[config.mk]
export PLATFORM = sky130hd
export DESIGN_NAME = load_store_unit
export DESIGN_NICKNAME = d
export VERILOG_FILES = /design/src/rtl/feather_pkg.sv /design/src/rtl/lsu_lane_align.sv /design/src/rtl/load_store_unit.sv
export SDC_FILE = /design/constraint.sdc
export NUM_CORES = 1
export LEC_CHECK = 0
export CAP_MARGIN = 15
export CORE_ASPECT_RATIO = 0.8
export CORE_MARGIN = 2
export CORE_UTILIZATION = 45
export CTS_CLUSTER_DIAMETER = 150
export DETAILED_ROUTE_END_ITERATION = 7
export PLACE_DENSITY = 0.85
export RECOVER_POWER = 50
export SYNTH_ARGS = -nofsm -noshare
export SYNTH_HDL_FRONTEND = slang
export SYNTH_SLANG_ARGS = --single-unit
[constraint.sdc]
create_clock -name clk -period 3.95 [get_ports clk]
set_input_delay 0.79 -clock clk [delete_from_list [all_inputs] [get_ports clk]]
set_output_delay 0.79 -clock clk [all_outputs]
set_load 0.05 [all_outputs]
[src/rtl/feather_pkg.sv]
// Shared definitions for the feather core data-memory path.
// Provides the load/store unit FSM state type, data-bus width constants and
// the all-lanes byte-enable pattern used for word accesses.
package feather_pkg;

  localparam int XLEN = 32;        // data bus width in bits
  localparam int BE_W = XLEN / 8;  // byte lanes on the data bus

  localparam logic [BE_W-1:0] WORD_BE = 4'b1111;

  typedef enum logic [1:0] {
    IDLE = 2'd0,
    REQ  = 2'd1,
    WB   = 2'd2
  } lsu_state_t;

endpackage

[src/rtl/lsu_lane_align.sv]
// Little-endian byte-lane steering for the load/store unit (combinational).
// Ports:
//   addr       - low two bits of the effective byte address
//   is_byte    - 1 = byte access, 0 = word access
//   store_data - register value to be written
//   rdata      - raw word returned by the bus
//   be         - byte enables for the bus cycle
//   wdata      - store data replicated onto the lanes
//   load_data  - zero-extended load result taken from rdata
module lsu_lane_align
  import feather_pkg::*;
(
  input  logic [1:0]      addr,
  input  logic            is_byte,
  input  logic [XLEN-1:0] store_data,
  input  logic [XLEN-1:0] rdata,
  output logic [BE_W-1:0] be,
  output logic [XLEN-1:0] wdata,
  output logic [XLEN-1:0] load_data
);

  logic [BE_W-1:0][7:0] rd_lanes;
  assign rd_lanes = rdata;

  always_comb begin
    if (is_byte) begin
      be        = {{(BE_W-1){1'b0}}, 1'b1} << addr;
      // Replicating the byte onto every lane lets the memory pick it up
      // from whichever lane the enable selects.
      wdata     = {BE_W{store_data[7:0]}};
      load_data = {{(XLEN-8){1'b0}}, rd_lanes[addr]};
    end else begin
      be        = WORD_BE;
      wdata     = store_data;
      load_data = rdata;
    end
  end

endmodule

[src/rtl/load_store_unit.sv]
// Multi-cycle LDR/STR data-memory access unit.
// Accepts one request in IDLE, runs a req/ack handshake on the data bus
// (REQ), and returns load data as a single-cycle write-back strobe (WB).
// Misaligned word accesses and bus timeouts raise a one-cycle fault.
// Ports:
//   clk, reset_i                 - clock, synchronous active-high reset
//   start_i, load_i, byte_i      - request strobe and access type
//   address_i, store_data_i      - effective address, store source value
//   dest_reg_i                   - load destination register
//   busy_o                       - core stall while a transaction is in flight
//   wb_valid_o/wb_reg_o/wb_data_o - load write-back (registered)
//   fault_o                      - misalignment / timeout pulse (registered)
//   mem_*                        - data-memory bus
module load_store_unit
  import feather_pkg::*;
#(
  parameter int ACK_TIMEOUT = 15
) (
  input  logic            clk,
  input  logic            reset_i,
  input  logic            start_i,
  input  logic            load_i,
  input  logic            byte_i,
  input  logic [XLEN-1:0] address_i,
  input  logic [XLEN-1:0] store_data_i,
  input  logic [3:0]      dest_reg_i,
  output logic            busy_o,
  output logic            wb_valid_o,
  output logic [3:0]      wb_reg_o,
  output logic [XLEN-1:0] wb_data_o,
  output logic            fault_o,
  output logic            mem_req_o,
  output logic            mem_we_o,
  output logic [XLEN-1:0] mem_addr_o,
  output logic [BE_W-1:0] mem_be_o,
  output logic [XLEN-1:0] mem_wdata_o,
  input  logic [XLEN-1:0] mem_rdata_i,
  input  logic            mem_ack_i
);

  // Counter value seen in the last REQ cycle allowed to wait for ack.
  localparam logic [7:0] TMO_LAST = 8'(ACK_TIMEOUT - 1);

  lsu_state_t      state;
  logic [7:0]      tmo_cnt;
  logic            is_load_q;
  logic            is_byte_q;
  logic [1:0]      lane_q;
  logic [3:0]      dest_q;

  logic [BE_W-1:0] req_be;
  logic [XLEN-1:0] req_wdata;
  logic [XLEN-1:0] rsp_load;
  logic [XLEN-1:0] unused_req_load;
  logic [BE_W-1:0] unused_rsp_be;
  logic [XLEN-1:0] unused_rsp_wdata;

  // Request side: steer the incoming store onto the lanes.
  lsu_lane_align u_req_align (
    .addr       (address_i[1:0]),
    .is_byte    (byte_i),
    .store_data (store_data_i),
    .rdata      ('0),
    .be         (req_be),
    .wdata      (req_wdata),
    .load_data  (unused_req_load)
  );

  // Response side: extract the load from the lane latched at start.
  lsu_lane_align u_rsp_align (
    .addr       (lane_q),
    .is_byte    (is_byte_q),
    .store_data ('0),
    .rdata      (mem_rdata_i),
    .be         (unused_rsp_be),
    .wdata      (unused_rsp_wdata),
    .load_data  (rsp_load)
  );

  assign busy_o    = (state != IDLE);
  assign mem_req_o = (state == REQ);

  always_ff @(posedge clk) begin
    if (reset_i) begin
      state       <= IDLE;
      tmo_cnt     <= '0;
      is_load_q   <= 1'b0;
      is_byte_q   <= 1'b0;
      lane_q      <= '0;
      dest_q      <= '0;
      wb_valid_o  <= 1'b0;
      wb_reg_o    <= '0;
      wb_data_o   <= '0;
      fault_o     <= 1'b0;
      mem_we_o    <= 1'b0;
      mem_addr_o  <= '0;
      mem_be_o    <= '0;
      mem_wdata_o <= '0;
    end else begin
      wb_valid_o <= 1'b0;
      fault_o    <= 1'b0;
      unique case (state)
        IDLE: begin
          if (start_i) begin
            if (!byte_i && (address_i[1:0] != 2'b00)) begin
              fault_o <= 1'b1;
            end else begin
              state       <= REQ;
              tmo_cnt     <= '0;
              is_load_q   <= load_i;
              is_byte_q   <= byte_i;
              lane_q      <= address_i[1:0];
              dest_q      <= dest_reg_i;
              mem_we_o    <= !load_i;
              mem_addr_o  <= {address_i[XLEN-1:2], 2'b00};
              mem_be_o    <= req_be;
              mem_wdata_o <= req_wdata;
            end
          end
        end
        REQ: begin
          // Ack is tested first so it wins over an expiring timeout.
          if (mem_ack_i) begin
            if (is_load_q) begin
              state      <= WB;
              wb_valid_o <= 1'b1;
              wb_reg_o   <= dest_q;
              wb_data_o  <= rsp_load;
            end else begin
              state <= IDLE;
            end
          end else if (tmo_cnt == TMO_LAST) begin
            fault_o <= 1'b1;
            state   <= IDLE;
          end else begin
            tmo_cnt <= tmo_cnt + 8'd1;
          end
        end
        WB:      state <= IDLE;
        default: state <= IDLE;
      endcase
    end
  end

endmodule
# Yosys cells after proc, flatten, opt, wreduce, memory -nomap -nowiden
# Cells that the tools add are included.
# classes
add_sub_neg	1
n_lt_le_gt_ge	1
eq_ne	7
shifts	1
muxes	22
bitwise_logic	3
n_reduce_logical	12
# ops
op	n
$mux W32	2
$mux W8	5
$bmux W8 S2	1
$pmux W8 S2	1
$mux W2	5
$reduce_and A3 Y1	3
$add A8 B1 Y8 const B	1
$eq A8 B4 Y1 const B	1
$ne A2 B2 Y1 const B	4
$reduce_bool A2 Y1	3
$mux W1	5
$reduce_and A5 Y1	1
$mux W4	1
$pmux W2 S2	1
$shl A1 B2 Y4 const A	1
$lt A2 B3 Y1 const B	1
$ne A3 B1 Y1 const B	1
$not A1 Y1	3
$reduce_or A3 Y1	1
$eq A2 B1 Y1 const B	1
$logic_not A1 Y1	2
$logic_not A2 Y1	1
$pmux W1 S2	1
$logic_and A1 B1 Y1	1
# totals
regBits	123
in_bits	106
out_inout_bits	109
wordCells	61

# Logic depth before layout (Yosys ltp)
# logic_depth
ltp_word	5
ltp_mapped	7
ltp_nobuf	6

# By module
# Synthesis repeated with hierarchy kept, for this count alone.
# unflattened
cells_unflattened	847
area_unflattened_um2	6174.7
# modules_own_cells
mod	n_inst	cells_per_inst	area_each_um2	seq_area_each_um2
load_store_unit	1	555	4405.5	2462.4
lsu_lane_align	2	146	884.6	0.0

# Least setup slack after synthesis
# Ideal clock, no wire load.
# synth_path
path_type	input -> register
from	input byte_i
to	register mem_wdata_o[10]
setup_ns	0.080
t_arrival_ns	1.924
required_ns	3.870
setup_slack_ns	1.946
cell_stages	7
n_path_buf	4
path_cell_list	buf_2 o21bai_1 and3_1 buf_4 buf_6 buf_4 a211oi_2
# synth_via
elab_chain_cells	4
# synth_rtl
element	line	text
from (decl)	load_store_unit.sv:23	input logic byte_i,
$logic_not A1 Y1	load_store_unit.sv:105	if (!byte_i && (address_i[1:0] != 2'b00)) begin
$logic_and A1 B1 Y1	load_store_unit.sv:105	
$not A1 Y1 (no line)	-	
$reduce_and A3 Y1 (no line)	-	
to (signal assigned)	load_store_unit.sv:117	mem_wdata_o <= req_wdata;
to (decl)	load_store_unit.sv:36	output logic [XLEN-1:0] mem_wdata_o,
# Parallel ways exist; a longest one is shown, timed or not.
# A chain may end at the register's enable or synchronous reset.

# Worst setup path after layout
# layout_path
from	input mem_ack_i
to	register wb_data_o[17]
# layout_via
elab_chain_cells	1
# layout_rtl
element	line	text
from (decl)	load_store_unit.sv:38	input logic mem_ack_i
$reduce_and A3 Y1 (no line)	-	
to (signal assigned)	load_store_unit.sv:128	wb_data_o <= rsp_load;
to (decl)	load_store_unit.sv:30	output logic [XLEN-1:0] wb_data_o,
# Every way passes these cells.

==> reports/qor.csv <==
metric,value,unit
wire length of the first global-routing pass,23200,um
height of the die,97.3,um
Final Wtd Congestion,0.886,
Syn Std Cell Area,0.00490,mm^2
number of warnings reported in the yosys synthesis log,0,
number of primary I/O pins,215,
H-tree Lvls,4,
number of fill cells,814,
vias in the first global route,4697,
Initial Util,45.7,%
post-CTS setup buffer count,0,
maximum net fanout on the critical path,24,
min Tclk post-route,2.93,ns
count of state elements after synthesis,123,
async set or reset register ratio after synthesis,0,%
pin slew with the least headroom to its limit,1.02,ns
layout cell share with drive strength beyond 1,7.28,%
Iteration-0 DRC Markers,241,
Leak,3.13,nW
sequential cell area,0.00246,mm^2
cell chosen for the clock root,clkbuf_16,
count of input and output buffers,212,
number of gates given a new drive strength after cts,0,
final number of max-transition violations,0,
post-synth top area cell,dfxtp_1,
Final setup viols,0,
maximum clock skew at final layout,0.00923,ns
"Primary FF master, synth",dfxtp_1,
# rows,34,
count of mapped cells out of synthesis,535,
nets@finish,837,
setup TNS after final layout,0,ns
worst min-delay path class,reg -> reg,
Achievable Freq,342,MHz
post-DR vias/cell,5.39,
WL per Instance,16.7,um
x dimension of the die,121,um
total clock buffers created by CTS,17,
maximum number of pins on one net before global-route repair,92,
Remaining DRCs,0,
arrival time of the worst setup path,3.28,ns
remaining max-slew budget at the tightest pin,31.8,%
layout-stage area growth over the synthesis result,56.3,%
area of the multi-input gates,0.00217,mm^2
RSZ-0062 raised after global routing,no,
total congestion overflow after global routing,0,
TritonCTS clock tree,done,
clock latency of the later-clocked register in the worst-skew pair,0.41,ns
number of clock sinks,123,
total global routing track utilization,25.0,%
period utilisation layout,74.1,%
antenna-violating nets left,0,
"crit path setup slack, layout",1.02,ns
total length of routed wires,14800,um
startpoint kind of the worst setup timing path,input pin,
most common cell in the netlist,dfxtp_1,
number of enable-type register cells in the synthesized netlist,0,
number of buffers inserted for hold repair after clock tree synthesis,0,
Worst EP required,4.30,ns
initial antenna violation count,0,
WS Path Type,in -> reg,
number of hold violations in the final report,0,
result of the run,"complete, no violations",
final antenna diode count,0,
Worst VDD drop,0.000302,V
unique cell type count in the Yosys netlist,50,
area inside the core boundary,0.0107,mm^2
synthesized area per cell,9.15,um^2
post-synth top area share,50.3,%
register area share after synthesis,50.3,%
clock edge transition at the registers on the reported setup and hold paths,0.06,ns
largest cells by area after synthesis,"dfxtp_1 (50%), nand2_1 (7.4%), mux2i_1 (6.5%)",
Max Cap Violations,0,
die area,0.0117,mm^2
DP Worst Slack,0.723,ns
overall via count from detail_route,4778,
endpoint class of the critical path,register,
DP HPWL,10400,um
power density over cell area,461,mW/mm^2
largest buffer count on any clock path,2,
synth cell count leaders,"dfxtp_1 (123), nand2_1 (97), a21oi_1 (53)",
DR pass1 iterations,4,
==> cell usage in the layout (no fill, tap or decap), drive strengths merged, types with 7 or more instances in the layout <==
master / netlist / layout
nand3: 7 / 7
dfxtp: 123 / 123
a31o: 8 / 8
inv: 15 / 13
mux2i: 32 / 32
clkbuf: 16 / 18
a22o: 32 / 32
nor2: 44 / 44
dlygate4sd3: 0 / 86
a211oi: 33 / 33
clkinv: 0 / 8
clkdlybuf4s50: 0 / 125
a21oi: 53 / 53
nand2: 98 / 98
==> layer usage <==
metal	routed length (um)	global-route usage [%]
met1	5970	28.2
met2	7600	43.4
met3	972	8.45
met4	269	9.93
met5	0	0
==> area by class of cell <==
cell class	instances	area share, %
inverters	15	0.736
multi-input cells	355	28.4
well taps	144	2.35
flip-flops and latches	123	32.2
repair buffers	217	28.3
clock inverters	14	2.26
clock buffers	18	5.74
==> kinds of logic after synthesis <==
logic type               share of synthesized area [%]
XOR/XNOR                                         0.537
other                                           0.0766
AO/OA/AOI/OAI                                     21.3
multiplexers                                      6.54
AND/OR/NAND/NOR                                   15.4
flip-flops                                        50.3
adder cells (fa/ha/maj)                          0.511
buffers and inverters                             5.39
==> report_power, final <==
| group | internal [W] | switching, W |
|---|---|---|
| Combinational | 0.000232 | 0.000367 |
| Clock | 0.00101 | 0.000585 |
| Sequential | 0.00130 | 0.0000351 |
==> critical path, stage by stage <==
cell,delay (ns)
dlygate4sd3_1,0.66
and4b_1,0.35
nand2_1,0.31
nor2_2,0.89
a22o_1,0.26
==> sequential cells by signal, summed over array words and instances, names as in the netlist, 2 cells and up <==
register     flops
tmo_cnt          8
state            2
wb_data_o       32
wb_reg_o         4
lane_q           2
dest_q           4
mem_be_o         4
mem_addr_o      30
mem_wdata_o     32
==> final timing paths <==
kind	from	endpoint	slack (ns)	cells past startpoint
hold / removal	mem_addr_o[10]$_SDFFE_PP0P_	mem_addr_o[10]$_SDFFE_PP0P_	0.45	2
setup reg to reg	state[0]$_SDFFE_PP0P_	wb_data_o[17]$_SDFFE_PP0P_	1.64	4
hold reg to reg	mem_addr_o[10]$_SDFFE_PP0P_	mem_addr_o[10]$_SDFFE_PP0P_	0.45	2
setup / recovery	mem_ack_i	wb_data_o[17]$_SDFFE_PP0P_	1.02	5
==> through the flow <==
step | utilization (%) | instances | total power, W | hold slack (ns) | area, um^2
floorplan | - | 536 | 0.00171 | 0.432 | 4900
global placement | 65.8 | 854 | 0.00196 | 0.441 | 7050
detailed placement | 65.8 | 854 | 0.00197 | 0.446 | 7050
CTS | 71.5 | 886 | 0.00356 | 0.454 | 7660
global route | 71.4 | 886 | 0.00364 | 0.468 | 7650
finish | 71.4 | 886 | 0.00353 | 0.449 | 7650
Power figures use the tool's default switching activity.
